--- src/rtl/bus_arb_pkg.sv ---
// Shared types, constants and helpers for the 32-source round-robin bus arbiter.
package bus_arb_pkg;

    localparam int NREQ = 32;
    localparam int IDW  = 5;

    typedef enum logic [1:0] {
        IDLE  = 2'd0,
        GRANT = 2'd1,
        TURN  = 2'd2
    } arb_state_t;

    // Binary index of a one-hot vector; returns 0 for an all-zero input.
    function automatic logic [IDW-1:0] onehot_to_idx(input logic [NREQ-1:0] oh);
        logic [IDW-1:0] idx;
        idx = '0;
        for (int k = 0; k < NREQ; k++) begin
            if (oh[k]) begin
                idx = idx | IDW'(k);
            end
        end
        return idx;
    endfunction

endpackage

--- src/rtl/rr_pick32.sv ---
// Combinational round-robin pick: first set request at or above ptr, wrapping 31 -> 0.
module rr_pick32 (
    input  logic [31:0] req,
    input  logic [4:0]  ptr,
    output logic        any,
    output logic [4:0]  win_idx,
    output logic [31:0] win_onehot
);
    import bus_arb_pkg::*;

    logic [31:0] w_mask;
    logic [63:0] w_dbl;
    logic [63:0] w_first;

    // Lower half keeps only bits >= ptr; the unmasked upper copy catches the wrap.
    always_comb begin
        w_mask     = ~((32'd1 << ptr) - 32'd1);
        w_dbl      = {req, req & w_mask};
        w_first    = w_dbl & (~w_dbl + 64'd1);
        win_onehot = w_first[31:0] | w_first[63:32];
        win_idx    = onehot_to_idx(win_onehot);
        any        = |req;
    end

endmodule

--- src/rtl/bus_arbiter32.sv ---
// Round-robin bus arbiter with one dead turnaround cycle between owners
// and an optional per-ownership hold limit (MAX_HOLD = 0 means unlimited).
//
//   state | meaning
//   IDLE  | no owner; arbitrates every cycle
//   GRANT | one owner drives the bus
//   TURN  | dead cycle between owners; arbitrates for the next owner
module bus_arbiter32 #(
    parameter int N        = 32,
    parameter int IDW      = 5,
    parameter int MAX_HOLD = 4
) (
    input  logic           clk,
    input  logic           clr,
    input  logic [N-1:0]   req,
    output logic [N-1:0]   grant,
    output logic [IDW-1:0] grant_id,
    output logic           bus_valid,
    output logic           turn
);
    import bus_arb_pkg::*;

    localparam int HW = (MAX_HOLD > 1) ? $clog2(MAX_HOLD) : 1;
    localparam logic [HW-1:0] HOLD_LAST = HW'((MAX_HOLD > 0) ? (MAX_HOLD - 1) : 0);

    arb_state_t     r_state;
    arb_state_t     w_next_state;
    logic [4:0]     r_ptr;
    logic [HW-1:0]  r_hold;
    logic [N-1:0]   r_grant;
    logic [IDW-1:0] r_grant_id;
    logic           r_valid;
    logic           r_turn;

    logic           w_any;
    logic [4:0]     w_win_idx;
    logic [31:0]    w_win_onehot;
    logic           w_owner_req;
    logic           w_expired;
    logic           w_award;
    logic           w_release;

    rr_pick32 u_pick (
        .req        (req),
        .ptr        (r_ptr),
        .any        (w_any),
        .win_idx    (w_win_idx),
        .win_onehot (w_win_onehot)
    );

    // The owner is identified by the registered grant index, so the release test is a single mux.
    assign w_owner_req = req[r_grant_id];
    assign w_expired   = (MAX_HOLD != 0) && (r_hold == HOLD_LAST);

    // State register.
    always_ff @(posedge clk or posedge clr) begin
        if (clr) begin
            r_state <= IDLE;
        end else begin
            r_state <= w_next_state;
        end
    end

    // Next state; release and expiry in the same cycle collapse into one TURN.
    always_comb begin
        w_next_state = r_state;
        w_award      = 1'b0;
        w_release    = 1'b0;
        case (r_state)
            IDLE, TURN: begin
                if (w_any) begin
                    w_next_state = GRANT;
                    w_award      = 1'b1;
                end else begin
                    w_next_state = IDLE;
                end
            end
            GRANT: begin
                if (!w_owner_req || w_expired) begin
                    w_next_state = TURN;
                    w_release    = 1'b1;
                end
            end
            default: begin
                w_next_state = IDLE;
            end
        endcase
    end

    // Pointer, hold counter and registered outputs.
    always_ff @(posedge clk or posedge clr) begin
        if (clr) begin
            r_ptr      <= '0;
            r_hold     <= '0;
            r_grant    <= '0;
            r_grant_id <= '0;
            r_valid    <= 1'b0;
            r_turn     <= 1'b0;
        end else if (w_award) begin
            r_grant    <= w_win_onehot;
            r_grant_id <= w_win_idx;
            r_valid    <= 1'b1;
            r_turn     <= 1'b0;
            r_ptr      <= w_win_idx + 5'd1;
            r_hold     <= '0;
        end else if (w_release) begin
            r_grant    <= '0;
            r_grant_id <= '0;
            r_valid    <= 1'b0;
            r_turn     <= 1'b1;
        end else if (r_state == GRANT) begin
            // With an unlimited hold the counter just parks at all-ones.
            if (r_hold != {HW{1'b1}}) begin
                r_hold <= r_hold + HW'(1);
            end
        end else begin
            r_grant    <= '0;
            r_grant_id <= '0;
            r_valid    <= 1'b0;
            r_turn     <= 1'b0;
        end
    end

    assign grant     = r_grant;
    assign grant_id  = r_grant_id;
    assign bus_valid = r_valid;
    assign turn      = r_turn;

endmodule

--- config.mk ---
export PLATFORM = sky130hd
export DESIGN_NAME = bus_arbiter32
export DESIGN_NICKNAME = d
export VERILOG_FILES = /design/src/rtl/bus_arb_pkg.sv /design/src/rtl/rr_pick32.sv /design/src/rtl/bus_arbiter32.sv
export SDC_FILE = /design/constraint.sdc
export NUM_CORES = 1
export LEC_CHECK = 0
export CAP_MARGIN = 0
export CORE_MARGIN = 2
export CORE_UTILIZATION = 30
export DETAILED_ROUTE_END_ITERATION = 6
export PLACE_DENSITY = 0.47
export REMOVE_ABC_BUFFERS = 1
export SLEW_MARGIN = 20
export SYNTH_ARGS = -nofsm -noshare
export SYNTH_HDL_FRONTEND = slang
export SYNTH_SLANG_ARGS = --single-unit
--- constraint.sdc ---
create_clock -name clk -period 8.4 [get_ports clk]
set_input_delay 1.68 -clock clk [delete_from_list [all_inputs] [get_ports clk]]
set_output_delay 1.68 -clock clk [all_outputs]
set_load 0.02 [all_outputs]
==> results.md <==
- Met1 Usage GRT: 0.300
- R2R cell count: 18
- Layout cells sized above 1: 0.106
- Std-Cell Rows: 43
- EDFF count, synth: 0
- DR vias/cell: roughly 6
- DR pass1 iterations: 5
- Die X: 123 µm
- Antenna Nets Post-Route: 0
- Most utilized layer in the global route result: met2
- WL/cell: 22.4 µm
- Synth warnings: 0
- Post-synthesis cell count: ~500
- Synth area leader: dfrtp_1
- Critical path type: input pin to flop
- Setup tns final: 0 ns
- H-Tree Depth: 2
- Pleak: 0.00198 µW
- Sink Count: 48
- CTS buffer count: 5
- Peak VDD IR: around 0.13 mV
- GPL Wtd Cong: a little under 1
- CTS tree: yes
- Period minus WS final: 5.34 ns
- First-pass GRT wire length: 25,500 µm
- Required time of the critical path: 8.63 ns
- CTS-repair resized insts: 0
- Final Skew: 0.00654 ns
- Measured slew at the worst slew-check pin: ~1 ns
- Sequential area share after synthesis: 0.283
- Max FO, Critical Path: 11
- Largest net degree at the start of global routing: 49
- Vias in the first global route: 4,294
- Startpoint type of the worst setup path: input pin
- Initial antenna violation count: 0
- Overall power consumption: approximately 1500 µW
- Mapped Area: 4250 µm²
- Ys flop type: dfrtp_1
- Rel. slew slack: 0.335
- Library cells used by synthesis: 83
- Total track usage: 0.223
- Cell Pwr Density: about 280 nW/µm²
- Synth Register Bits: 48
- Outcome: finished, final reports clean
- Setup Buffers After CTS: 0
- RSZ-0062 raised after global routing: false
- Syn avg cell area: roughly 8.5 µm²
- DRC: 0
- Max Cap Viol: 0
- Input/output buffers: between 70 and 80
- Die area: 15,100 µm²
- Post-DP HPWL: 12,700 µm
- Via count: 4,411
- Hold path cells: 2
- CORE AREA: 13,900 µm²
- Final setup viols: 0
- Clock transition at path regs: 0.07 ns
- CTS root buffer: clkbuf_16
- Worst min path class: flop to flop
- Gr ovfl total: 0
- Cts hold-fix bufs: 0
- Tcrit/Tclk final: 0.635
- Clock Latency Late Sink: between 0.2 and 0.3 ns
- Met3 usage: 0.0378
- Layout Cells excl Fill: 734
- Fmax: 187 MHz
- Placed Cells incl. Taps: 726
- Asr flop ratio synth: 1.00
- Pins Over Slew Limit: 0
- Die extent in y: between 100 and 150 µm
- I/O pin cnt: 73
- Initial DRC count: around 380
- Post-synth top area share: 0.283
- GR Layer Usage met2: 0.363
- Arrival @ worst endpoint: between 5 and 6 ns
- Layout overhead on the synthesized area: 22.7%
- Effective utilization at floorplan: 0.306
- Final Hold Fails: 0
- Critical Path Sink Type: flop
- CTS max path bufs: 2
- Routed Wire Length: 16,500 µm
- Dominant cells by area after synthesis: dfrtp_1 (28%), nand2_1 (5.4%), mux4_2 (5.3%)
- Fin util: 0.376
- Antenna diodes: 0
- Nets: between 500 and 600
path summary, 6_finish.rpt:
| check | endpoint | startpoint | slack (ns) |
|---|---|---|---|
| worst max-delay path | r_ptr[4]$_DFFE_PP0P_ | req[8] | 3.06 |
| worst min-delay path | grant[28]$_DFFE_PP0P_ | grant[28]$_DFFE_PP0P_ | 0.47 |
| worst max register to register | r_ptr[4]$_DFFE_PP0P_ | r_ptr[2]$_DFFE_PP0P_ | 3.13 |
| worst min register to register | grant[28]$_DFFE_PP0P_ | grant[28]$_DFFE_PP0P_ | 0.47 |
| max in group asynchronous | grant[13]$_DFFE_PP0P_ | clr | 6.06 |
| min in group asynchronous | r_ptr[4]$_DFFE_PP0P_ | clr | 1.85 |
placed cells by master (no fill, tap or decap), drive strengths merged, types with 4 or more instances in the layout:
master	count
nand4	14
o22ai	5
a211o	4
nand2	61
a21oi	16
nor2b	7
a22o	22
mux4	10
a211oi	6
dfrtp	48
o21ai	35
inv	12
clkdlybuf4s50	72
or2	4
or3	8
nand4b	4
or4	10
nand2b	10
o31ai	6
o211ai	6
nor3b	5
buf	8
nor2	37
o21a	4
nor4	15
and2	9
nor3	18
nand3	20
nor4b	6
clkbuf	8
and3	9
kinds of logic after synthesis:
logic type               Yosys count  synth area share
adder cells (fa/ha/maj)            3           0.00883
AND/OR/NAND/NOR                  249             0.338
flip-flops                        48             0.283
multiplexers                      12            0.0580
XOR/XNOR                           2           0.00412
buffers and inverters             46            0.0615
AO/OA/AOI/OAI                    138             0.247
flip-flops by register name, indices dropped and copies added (netlist names):
register   count
turn           1
bus_valid      1
grant_id       5
grant         32
r_ptr          5
r_hold         2
r_state        2
metal layers:
metal,part of all wire,wire length (µm),vias up
li1,-,-,2020
met1,0.44,7210,2171
met2,0.47,7750,182
met3,0.060,990,38
met4,0.031,516,0
met5,0,0,-
through the flow:
stage | cell area [µm²] | setup slack [ns] | hold WS, ns
2_1_floorplan | 4040 | 3.27 | 0.481
3_3_place_gp | 5070 | 2.78 | 0.452
3_5_place_dp | 5070 | 2.82 | 0.463
4_1_cts | 5210 | 3.11 | 0.476
5_1_grt | 5220 | 2.68 | 0.495
6_report | 5220 | 3.06 | 0.471
area by class of cell:
cell class,count,area (µm²)
clock buffers,8,146
fillers,1472,8670
inverters,14,53.8
multi-input cells,404,2810
flip-flops and latches,48,1200
well taps,180,225
repair buffers,80,781
Yosys cell counts (4+ instances only):
cell type	count
nand4_1	14
buf_2	7
clkbuf_1	12
o21a_1	4
nor4b_1	6
o21ai_1	8
a21oi_1	15
mux4_2	10
nor4_1	10
or3_1	6
nor3b_1	5
o31ai_1	5
nand2b_1	10
nor2b_1	7
nand3_1	18
o211ai_1	5
o22ai_1	5
a22o_1	22
dfrtp_1	48
or4_1	8
and2_1	8
nand4b_1	4
and3_1	8
a211o_1	4
buf_6	9
nor2_1	36
inv_1	13
nand2_1	61
o21ai_0	27
a211oi_1	4
nor3_1	17
critical path, stage by stage:
cell	delay, ns
clkdlybuf4s50_1	0.61
nor4b_1	0.26
o221a_2	0.25
nor2b_1	0.07
and3_1	0.25
nand3_1	0.39
a211oi_1	0.11
or4_4	0.59
nor4_1	0.37
nand4_1	0.20
ha_1	0.29
or3_1	0.38
nand4_1	0.10
power by group:
| part | switching (µW) | internal (µW) |
|---|---|---|
| clock network | 83.6 | 119 |
| logic | 597 | 350 |
| registers | 46.8 | 277 |
| total | 728 | 746 |
Power figures use the tool's default switching activity.
